<file path="src/rtl/cache_pkg.sv">
// Shared cache-path defaults and helpers, also used by the refill engine.
package cache_pkg;

    localparam int unsigned ENTRIES_DEF     = 4;
    localparam int unsigned PA_WIDTH_DEF    = 64;
    localparam int unsigned OFFSET_BITS_DEF = 6;
    localparam int unsigned CNT_WIDTH_DEF   = 12;

    // Replacement priority class; lower value wins the victim comparison.
    typedef enum logic [1:0] {
        PRI_MATCH = 2'd0,
        PRI_FREE  = 2'd1,
        PRI_USED  = 2'd2
    } victim_pri_e;

    // Smallest n such that 2**n >= value.
    function automatic int unsigned clog2(input int unsigned value);
        int unsigned r;
        r = 0;
        for (int unsigned i = 0; i < 32; i++) begin
            if ((64'd1 << i) < 64'(value)) begin
                r = i + 1;
            end
        end
        return r;
    endfunction

endpackage

</file>
<file path="src/rtl/cache_entry_set_if.sv">
// Lookup and refill handshake between L1 lookup logic / refill engine and the entry set.
interface cache_entry_set_if
    import cache_pkg::*;
#(
    parameter int unsigned PA_WIDTH  = PA_WIDTH_DEF,
    parameter int unsigned IDX_WIDTH = 2
);

    logic                 lookup_valid;
    logic [PA_WIDTH-1:0]  lookup_pa;
    logic                 hit_valid;
    logic                 hit;
    logic [IDX_WIDTH-1:0] hit_index;
    logic [PA_WIDTH-1:0]  hit_pa;
    logic                 fill_valid;
    logic                 fill_ready;
    logic [PA_WIDTH-1:0]  fill_pa;
    logic [IDX_WIDTH-1:0] fill_index;

    modport master (
        output lookup_valid, lookup_pa, fill_valid, fill_pa,
        input  hit_valid, hit, hit_index, hit_pa, fill_ready, fill_index
    );

    modport slave (
        input  lookup_valid, lookup_pa, fill_valid, fill_pa,
        output hit_valid, hit, hit_index, hit_pa, fill_ready, fill_index
    );

endinterface

</file>
<file path="src/rtl/cache_victim_sel.sv">
// Refill slot selector: dedupe match, else lowest invalid, else least-accessed (lowest index on tie).
module cache_victim_sel
    import cache_pkg::*;
#(
    parameter int unsigned ENTRIES   = ENTRIES_DEF,
    parameter int unsigned CNT_WIDTH = CNT_WIDTH_DEF
) (
    input  logic [ENTRIES-1:0]           valid,
    input  logic [ENTRIES*CNT_WIDTH-1:0] counts,
    input  logic [ENTRIES-1:0]           match,
    output logic [clog2(ENTRIES)-1:0]    fill_index
);

    localparam int unsigned IDX_WIDTH = clog2(ENTRIES);
    localparam int unsigned KEY_W     = 2 + CNT_WIDTH;

    // Key = {priority class, count}; count only matters among used entries.
    logic [KEY_W-1:0]     key_t [IDX_WIDTH+1][ENTRIES];
    logic [IDX_WIDTH-1:0] idx_t [IDX_WIDTH+1][ENTRIES];

    // Binary min-reduction tree; the left (lower index) operand wins ties.
    always_comb begin
        for (int l = 0; l <= int'(IDX_WIDTH); l++) begin
            for (int n = 0; n < int'(ENTRIES); n++) begin
                key_t[l][n] = '0;
                idx_t[l][n] = '0;
            end
        end
        for (int n = 0; n < int'(ENTRIES); n++) begin
            if (match[n]) begin
                key_t[0][n] = {PRI_MATCH, CNT_WIDTH'(0)};
            end else if (!valid[n]) begin
                key_t[0][n] = {PRI_FREE, CNT_WIDTH'(0)};
            end else begin
                key_t[0][n] = {PRI_USED, counts[n*CNT_WIDTH +: CNT_WIDTH]};
            end
            idx_t[0][n] = IDX_WIDTH'(n);
        end
        for (int l = 1; l <= int'(IDX_WIDTH); l++) begin
            for (int n = 0; n < int'(ENTRIES >> l); n++) begin
                if (key_t[l-1][2*n+1] < key_t[l-1][2*n]) begin
                    key_t[l][n] = key_t[l-1][2*n+1];
                    idx_t[l][n] = idx_t[l-1][2*n+1];
                end else begin
                    key_t[l][n] = key_t[l-1][2*n];
                    idx_t[l][n] = idx_t[l-1][2*n];
                end
            end
        end
        fill_index = idx_t[IDX_WIDTH][0];
    end

endmodule

</file>
<file path="src/rtl/cache_entry_set.sv">
// Fully associative tag array with registered lookup, victim-selected refill and aging access counters.
module cache_entry_set
    import cache_pkg::*;
#(
    parameter int unsigned ENTRIES     = ENTRIES_DEF,
    parameter int unsigned PA_WIDTH    = PA_WIDTH_DEF,
    parameter int unsigned OFFSET_BITS = OFFSET_BITS_DEF,
    parameter int unsigned CNT_WIDTH   = CNT_WIDTH_DEF
) (
    input  logic                         clk,
    input  logic                         rst,
    input  logic                         L1_clear,
    cache_entry_set_if.slave             bus,
    output logic [ENTRIES-1:0]           entry_valid,
    output logic [ENTRIES*CNT_WIDTH-1:0] entry_count
);

    localparam int unsigned IDX_WIDTH = clog2(ENTRIES);
    localparam int unsigned TAG_W     = PA_WIDTH - OFFSET_BITS;

    localparam logic [CNT_WIDTH-1:0] CNT_MAX  = '1;
    localparam logic [CNT_WIDTH-1:0] CNT_ONE  = CNT_WIDTH'(1);
    localparam logic [CNT_WIDTH-1:0] CNT_AGED = (CNT_MAX >> 1) + CNT_ONE;

    logic [TAG_W-1:0]             tag_q [ENTRIES];
    logic [TAG_W-1:0]             tag_d [ENTRIES];
    logic [CNT_WIDTH-1:0]         cnt_q [ENTRIES];
    logic [CNT_WIDTH-1:0]         cnt_d [ENTRIES];
    logic [ENTRIES-1:0]           valid_q;
    logic [ENTRIES-1:0]           valid_d;
    logic [ENTRIES*CNT_WIDTH-1:0] cnt_flat;

    logic [TAG_W-1:0]     lk_tag;
    logic [TAG_W-1:0]     fl_tag;
    logic [ENTRIES-1:0]   lk_match;
    logic [ENTRIES-1:0]   fl_match;
    logic                 lk_hit;
    logic [IDX_WIDTH-1:0] lk_idx;
    logic [IDX_WIDTH-1:0] vic_idx;
    logic                 age;
    logic                 fill_en;
    logic                 unused_offset_bits;

    assign lk_tag  = bus.lookup_pa[PA_WIDTH-1:OFFSET_BITS];
    assign fl_tag  = bus.fill_pa[PA_WIDTH-1:OFFSET_BITS];
    assign unused_offset_bits = ^{bus.lookup_pa[OFFSET_BITS-1:0], bus.fill_pa[OFFSET_BITS-1:0]};

    // Tag compare against valid entries; at most one match thanks to fill dedupe.
    always_comb begin
        lk_match = '0;
        fl_match = '0;
        lk_idx   = '0;
        for (int i = 0; i < int'(ENTRIES); i++) begin
            lk_match[i] = valid_q[i] && (tag_q[i] == lk_tag);
            fl_match[i] = valid_q[i] && (tag_q[i] == fl_tag);
            if (lk_match[i]) begin
                lk_idx = lk_idx | IDX_WIDTH'(i);
            end
        end
        lk_hit = |lk_match;
    end

    // Hitting a saturated counter halves every counter instead of wrapping.
    assign age     = bus.lookup_valid && lk_hit && (cnt_q[lk_idx] == CNT_MAX);
    assign fill_en = bus.fill_valid && !L1_clear;

    // Flatten counters for the selector and the status output.
    always_comb begin
        cnt_flat = '0;
        for (int i = 0; i < int'(ENTRIES); i++) begin
            cnt_flat[i*CNT_WIDTH +: CNT_WIDTH] = cnt_q[i];
        end
    end

    cache_victim_sel #(
        .ENTRIES   (ENTRIES),
        .CNT_WIDTH (CNT_WIDTH)
    ) u_victim_sel (
        .valid      (valid_q),
        .counts     (cnt_flat),
        .match      (fl_match),
        .fill_index (vic_idx)
    );

    assign bus.fill_ready = !L1_clear;
    assign bus.fill_index = vic_idx;
    assign entry_valid    = valid_q;
    assign entry_count    = cnt_flat;

    // Next array state: aging, then hit increment, then fill overwrite, then clear.
    always_comb begin
        for (int i = 0; i < int'(ENTRIES); i++) begin
            tag_d[i]   = tag_q[i];
            valid_d[i] = valid_q[i];
            cnt_d[i]   = cnt_q[i];
            if (age) begin
                cnt_d[i] = cnt_q[i] >> 1;
            end
            if (bus.lookup_valid && lk_match[i]) begin
                cnt_d[i] = age ? CNT_AGED : cnt_q[i] + CNT_ONE;
            end
            if (fill_en && (vic_idx == IDX_WIDTH'(i))) begin
                tag_d[i]   = fl_tag;
                valid_d[i] = 1'b1;
                cnt_d[i]   = CNT_ONE;
            end
            if (L1_clear) begin
                tag_d[i]   = '0;
                valid_d[i] = 1'b0;
                cnt_d[i]   = '0;
            end
        end
    end

    // Array storage.
    always_ff @(posedge clk or negedge rst) begin
        if (!rst) begin
            valid_q <= '0;
            for (int i = 0; i < int'(ENTRIES); i++) begin
                tag_q[i] <= '0;
                cnt_q[i] <= '0;
            end
        end else begin
            valid_q <= valid_d;
            for (int i = 0; i < int'(ENTRIES); i++) begin
                tag_q[i] <= tag_d[i];
                cnt_q[i] <= cnt_d[i];
            end
        end
    end

    // Lookup response register, built from pre-edge array state.
    always_ff @(posedge clk or negedge rst) begin
        if (!rst) begin
            bus.hit_valid <= 1'b0;
            bus.hit       <= 1'b0;
            bus.hit_index <= '0;
            bus.hit_pa    <= '0;
        end else begin
            bus.hit_valid <= bus.lookup_valid;
            bus.hit       <= bus.lookup_valid && lk_hit;
            bus.hit_index <= (bus.lookup_valid && lk_hit) ? lk_idx : '0;
            bus.hit_pa    <= (bus.lookup_valid && lk_hit) ? {tag_q[lk_idx], OFFSET_BITS'(0)} : '0;
        end
    end

endmodule

</file>
<file path="src/flat_wrapper.sv">
// flat-port wrapper written by rule: the top's interface ports become plain ports
module cache_entry_set_flat import cache_pkg::*;
#(
    parameter int unsigned ENTRIES     = ENTRIES_DEF,
    parameter int unsigned PA_WIDTH    = PA_WIDTH_DEF,
    parameter int unsigned OFFSET_BITS = OFFSET_BITS_DEF,
    parameter int unsigned CNT_WIDTH   = CNT_WIDTH_DEF
)
  (clk, rst, L1_clear, entry_valid, entry_count, bus_lookup_valid, bus_lookup_pa, bus_fill_valid, bus_fill_pa, bus_hit_valid, bus_hit, bus_hit_index, bus_hit_pa, bus_fill_ready, bus_fill_index);
  cache_entry_set_if #(.PA_WIDTH(PA_WIDTH), .IDX_WIDTH((2))) bus_i ();
  input  logic clk;
  input  logic rst;
  input  logic L1_clear;
  output logic [ENTRIES-1:0] entry_valid;
  output logic [ENTRIES*CNT_WIDTH-1:0] entry_count;
  input wire logic [$bits(bus_i.lookup_valid)-1:0] bus_lookup_valid;
  input wire logic [$bits(bus_i.lookup_pa)-1:0] bus_lookup_pa;
  input wire logic [$bits(bus_i.fill_valid)-1:0] bus_fill_valid;
  input wire logic [$bits(bus_i.fill_pa)-1:0] bus_fill_pa;
  output wire logic [$bits(bus_i.hit_valid)-1:0] bus_hit_valid;
  output wire logic [$bits(bus_i.hit)-1:0] bus_hit;
  output wire logic [$bits(bus_i.hit_index)-1:0] bus_hit_index;
  output wire logic [$bits(bus_i.hit_pa)-1:0] bus_hit_pa;
  output wire logic [$bits(bus_i.fill_ready)-1:0] bus_fill_ready;
  output wire logic [$bits(bus_i.fill_index)-1:0] bus_fill_index;
  assign bus_i.lookup_valid = bus_lookup_valid;
  assign bus_i.lookup_pa = bus_lookup_pa;
  assign bus_i.fill_valid = bus_fill_valid;
  assign bus_i.fill_pa = bus_fill_pa;
  assign bus_hit_valid = bus_i.hit_valid;
  assign bus_hit = bus_i.hit;
  assign bus_hit_index = bus_i.hit_index;
  assign bus_hit_pa = bus_i.hit_pa;
  assign bus_fill_ready = bus_i.fill_ready;
  assign bus_fill_index = bus_i.fill_index;
  cache_entry_set #(.ENTRIES(ENTRIES), .PA_WIDTH(PA_WIDTH), .OFFSET_BITS(OFFSET_BITS), .CNT_WIDTH(CNT_WIDTH)) u_core (.clk(clk), .rst(rst), .L1_clear(L1_clear), .bus(bus_i), .entry_valid(entry_valid), .entry_count(entry_count));
endmodule
</file>
<file path="config.mk">
export PLATFORM = sky130hd
export DESIGN_NAME = cache_entry_set_flat
export DESIGN_NICKNAME = d
export VERILOG_FILES = /design/src/rtl/cache_pkg.sv /design/src/rtl/cache_entry_set_if.sv /design/src/rtl/cache_victim_sel.sv /design/src/rtl/cache_entry_set.sv /design/src/flat_wrapper.sv
export SDC_FILE = /design/constraint.sdc
export NUM_CORES = 1
export LEC_CHECK = 0
export CAP_MARGIN = 15
export CORE_UTILIZATION = 25
export CTS_BUF_LIST = sky130_fd_sc_hd__clkbuf_16
export DETAILED_ROUTE_END_ITERATION = 12
export PLACE_DENSITY = 0.54
export SYNTH_ARGS = -nofsm -noshare
export SYNTH_HDL_FRONTEND = slang
export SYNTH_SLANG_ARGS = --single-unit
</file>
<file path="constraint.sdc">
create_clock -name clk -period 9.8 [get_ports clk]
set_input_delay 1.96 -clock clk [delete_from_list [all_inputs] [get_ports clk]]
set_output_delay 1.96 -clock clk [all_outputs]
set_load 0.01 [all_outputs]
</file>
Word-level counts from Yosys, hierarchy flattened
Index checks and enable logic that the tools add are counted.
{"block": "word_totals", "input_bits": 133, "out_inout_bits": 123, "reg_bits": 352}
{"block": "op_classes", "magnitude_cmp": 4, "muxes": 60, "add_sub_neg": 4, "n_reduce_logical": 30, "eq_ne": 12, "bitwise": 1}
{"operator": "58-bit 2-to-1 mux", "count": 10}
{"operator": "58-bit == test", "count": 8}
{"operator": "12-bit 2-to-1 mux", "count": 22}
{"operator": "14-bit 2-to-1 mux", "count": 10}
{"operator": "58-bit binary-select mux with 2-bit select", "count": 1}
{"operator": "64-bit 2-to-1 mux", "count": 1}
{"operator": "12-bit by 1-bit adder with 12-bit output, second input constant", "count": 4}
{"operator": "14-bit less-than comparator", "count": 3}
{"operator": "12-bit binary-select mux with 2-bit select", "count": 1}
{"operator": "1-bit logical AND", "count": 19}
{"operator": "4-bit nonzero test", "count": 4}
{"operator": "12-bit == test, second input constant", "count": 1}
{"operator": "1-bit 2-to-1 mux", "count": 11}
{"operator": "2-bit 2-to-1 mux", "count": 4}
{"operator": "2-bit nonzero test", "count": 4}
{"operator": "2-bit == test, second input constant", "count": 2}
{"operator": "4-bit OR reduction", "count": 1}
{"operator": "3-bit greater-or-equal comparator, second input constant", "count": 1}
{"operator": "2-bit inverter with 3-bit output", "count": 1}
{"operator": "2-bit by 1-bit == test with 1-bit output, second input constant", "count": 1}
{"operator": "2-bit logical NOT", "count": 1}
{"operator": "1-bit logical NOT", "count": 1}

Depth between registers and ports, before layout
{"block": "logic_depth", "word_depth": 15, "ltp_mapped": 30, "depth_no_buf": 24}

Modules after synthesis
A second synthesis with hierarchy kept.
{"block": "hier_totals", "hier_cells": 2756, "area_unflattened_um2": 22764.3}
{"module": "cache_entry_set", "cells_each": 2504, "instances": 1, "area_per_inst_um2": 21176.6, "seq_area_each_um2": 8658.3}
{"module": "cache_victim_sel", "cells_each": 252, "instances": 1, "area_per_inst_um2": 1587.8, "seq_area_each_um2": 0.0}

Worst setup path after synthesis
Ideal clock, no wire load.
{"block": "synth_timing", "path_type": "input to output", "from": "input port bus_fill_pa[15]", "to": "output port bus_fill_index[0]", "cell_stages": 26, "t_arrival_ps": 7739, "path_buffers": 3, "setup_slack_ps": 101, "cell_sequence": "clkbuf_1 xnor2_1 nand4_1 nor4_1 a41oi_1 clkbuf_1 nand2_1 inv_1 ha_1 nand4_1 nor4_1 a221o_1 a21o_1 a21oi_1 a31oi_1 clkbuf_1 mux2i_1 ha_1 a21o_1 a21o_1 a221o_1 a21o_1 a221oi_1 o211ai_1 nor2_1 mux2i_1"}
{"block": "synth_between", "elab_chain_len": 7}
{"item": "from (decl)", "line_no": "flat_wrapper.sv:19", "text": "input wire logic [$bits(bus_i.fill_pa)-1:0] bus_fill_pa;"}
{"item": "58-bit == test", "line_no": "cache_entry_set.sv:55", "text": "fl_match[i] = valid_q[i] && (tag_q[i] == fl_tag);"}
{"item": "1-bit logical AND", "line_no": "cache_entry_set.sv:55"}
{"item": "14-bit 2-to-1 mux", "line_no": "cache_victim_sel.sv:30", "text": "if (match[n]) begin"}
{"item": "14-bit less-than comparator", "line_no": "cache_victim_sel.sv:41", "text": "if (key_t[l-1][2*n+1] < key_t[l-1][2*n]) begin"}
{"item": "14-bit 2-to-1 mux", "line_no": "cache_victim_sel.sv:41"}
{"item": "14-bit less-than comparator", "line_no": "cache_victim_sel.sv:41"}
{"item": "2-bit 2-to-1 mux *", "line_no": "cache_victim_sel.sv:41"}
{"item": "to (decl)", "line_no": "flat_wrapper.sv:25", "text": "output wire logic [$bits(bus_i.fill_index)-1:0] bus_fill_index;"}
Mark *: on every way between the ends. The rest lies on a longest branch, timed or not.

Worst setup path in the final report
{"block": "layout_timing", "from": "input port bus_fill_pa[23]", "to": "output port bus_fill_index[0]"}
Same word-level chain as after synthesis.

==> reports/qor.txt <==
Status: complete, but fails checks
Failing checks: negative setup slack
Layout area overhead: 33.5%
Avg WL per Cell: 30.9 um
Drt first pass iters: 6
RSZ-0062 raised after global routing: true
Clk sinks: 346
Post-Synth Adder-Cell Area: 2.22%
Post-synth ARST share: 100%
Main combinational cell family by area after synthesis: simple AND/OR/NAND/NOR gates
Die Y: 313 um
Ports: 256
Nets: 3,392
Worst Tran Pin Value: 1.34 ns
Netlist cell types: 76
Syn_area_per_cell: 8.62 um2
Final hold vios: 0
Power Density: 228 nW/um2
DRT iter0 DRCs: 2,637
Number of core rows: 113
#FFs+latches synth: 346
Clk slew on worst S/H paths: 0.05 ns
Worst hold-check path type: register to register
Drt drc: 0
Worst Path Max Fanout: 7
Total power draw: 7360 uW
First-pass GRT wire length: 192 mm
Fmax: 101 MHz
Fillers: 9,993
TritonCTS Buffers: 45
Cts hold-fix bufs: 0
DR vias/cell: 5.49
Yosys warns: 0
Synth Area in Compound Gates: 14.6%
Port bufs: 237
Die Width: 313 um
Root Driver: clkbuf_16
Final Cell Area: 32,300 um2
XOR/XNOR share of the synthesized area: 16.4%
Most used cell, CP: buf_4
Startpoint types: input pin
CP max-delay cell: clkdlybuf4s50_1
Clock skew: 0.0322 ns
CTS tree: done
H-tree levels: 2
Final worst setup slack: -0.127 ns
Post-DP HPWL: 110 mm
Tcrit/Tclk final: 101%
Share of layout cells above drive strength 1: 18.4%
Simple-gate portion of the synthesized area: 21.4%
Post-Syn Area: 24,200 um2
Final min period: 9.93 ns
Worst VDD drop: 0.194 mV
CP max stage delay: 0.50 ns
Total GRT Usage: 27.6%
Delay-heaviest family, CP: compound AO/OA/AOI/OAI gates
Final Slew Violations: 0
Min Hold Slack: 0.607 ns
Clock Tree Buf Depth: 3
EDFF count, synth: 0
Total Wirelength: 139 mm
Detail Route Antenna Nets: 0
GP Congestion: 1.12
Cell count after synthesis: 2,805
Pin count of the biggest net entering global routing: 140
Leak: 0.0132 uW
Crit path arrival time: 7.97 ns
Max-cap violations: 0
Initial core utilization: 25.3%
CP Class: input pin to primary output
Die area: 98,000 um2
CP Buf/Inv Count: 9
Placed Area: 30,100 um2
Sequential share of the synthesized area: 35.8%
Grt total ovfl: 0
Antenna violations before repair: 9
Final Setup Violations: 1
Via count: 24,800
Setup_tns: -0.127 ns
Core area: 95,400 um2
Mux cell area share after synthesis: 3.25%
Worst skew pair latency: 0.62 ns
Relative slew slack: 10.2%
WP data required: 7.84 ns
Vias in the first global route: 23,500
Most used DFF post-synth: dfrtp_1
CP endpoint kind: primary output
## logic make-up (layout without fill, tap and decap cells)
family / after synthesis / in the layout
AND/OR/NAND/NOR: 1000 / 1000
adder cells (fa/ha/maj): 43 / 43
multiplexers: 78 / 78
XOR/XNOR: 451 / 451
buffers and inverters: 361 / 800
flip-flops: 346 / 346
AO/OA/AOI/OAI: 525 / 525
other: 1 / 7
## placed cells by master (no fill, tap or decap), types with 38 or more instances in the layout
cell             Yosys  layout
a21oi_1            111     108
a31oi_1             58      57
nand2b_1            98      98
nand4_1            155     155
clkbuf_16            0      48
a31o_2              56      56
o21ai_0            129     129
mux2i_1             76      73
o221ai_1            59      59
nor3_1              76      75
ha_1                43      38
inv_1              108     114
nor2_1             104     102
nor4_1              63      54
buf_4               11     321
nand2_1            228     221
dfrtp_1            346     346
xnor2_1            371     352
nand3_1            195     195
clkdlybuf4s50_1      0     217
xor2_1              79      79
## state kept, by name (all words and copies together), names as in the netlist
name and cells:
u_core.tag_q 232, u_core.bus.hit_index 2, u_core.bus.hit_pa 58, u_core.entry_count 48, u_core.bus.hit 1, u_core.bus.hit_valid 1, u_core.entry_valid 4
## layout make-up
type | count | area (um2) | area share [%]
repair buffers | 611 | 5730 | 17.8
diodes | 1 | 2.50 | 0.00775
clock inverters | 35 | 231 | 0.717
clock buffers | 45 | 1130 | 3.49
well taps | 1265 | 1580 | 4.90
multi-input cells | 2103 | 14500 | 45.0
inverters | 109 | 412 | 1.28
flip-flops and latches | 346 | 8660 | 26.8
## synthesized netlist by cell type, types with 56 or more instances
master,number,area share [%]
a31oi_1,58,1.5
nand2b_1,98,2.5
mux2i_1,76,3.1
dfrtp_1,346,36
nand4_1,155,4.0
xnor2_1,371,13
clkbuf_1,138,2.1
nor4_1,63,1.6
a21oi_1,111,2.3
nand2_1,228,3.5
nor3_1,76,1.6
inv_1,108,1.7
a31o_2,56,2.0
o21ai_0,129,2.7
xor2_1,79,2.9
nor2_1,104,1.6
o221ai_1,59,2.1
buf_2,87,1.8
nand3_1,195,4.0
## final timing paths
kind                                    from                      to  slack [ns]  cells past startpoint
min in group asynchronous                rst   u_core.bus.hit_pa[60]        1.38                      1
setup / recovery             bus_fill_pa[23]       bus_fill_index[0]       -0.13                     30
hold reg to reg             u_core.tag_q[47]        u_core.tag_q[47]        0.61                      2
hold / removal              u_core.tag_q[47]        u_core.tag_q[47]        0.61                      2
max in group asynchronous                rst        u_core.tag_q[80]        6.98                      2
setup reg to reg           u_core.tag_q[149]  u_core.entry_count[35]        2.93                     32
## report_power, final
| group | switching [uW] | internal, uW | total [uW] |
|---|---|---|---|
| Combinational | 2110 | 1380 | 3490 |
| Sequential | 608 | 1680 | 2290 |
| Clock | 714 | 865 | 1580 |
| Total | 3430 | 3930 | 7360 |
## per-layer routing
layer	track usage [%]	wire, um	vias to the layer above
met5	0	65	-
met4	12.1	6750	10
met3	4.04	9080	251
met2	43.7	63600	1216
met1	37.3	59800	12500
li1	-	-	10800
## timing repair
action / in CTS / in global routing
pin swaps: 20 / 26
buffers inserted: 17 / 16
gates resized for setup: 46 / 66
cloned: 1 / 3
endpoints found under the setup margin: 2 / 2
## worst min-delay path: stages, from the launching register on
cell     delay [ns]
dfrtp_1        0.41
nand3_1        0.08
o21ai_0        0.08
## per-stage QoR
step,setup WS (ns),util [%],std cells
2_1_floorplan,0.101,-,2810
3_3_place_gp,-0.887,31.5,4396
3_5_place_dp,-0.869,31.5,4396
4_1_cts,0.0136,33.2,4494
5_1_grt,-0.312,33.8,4514
6_report,-0.127,33.8,4515
Power figures use the tool's default switching activity.
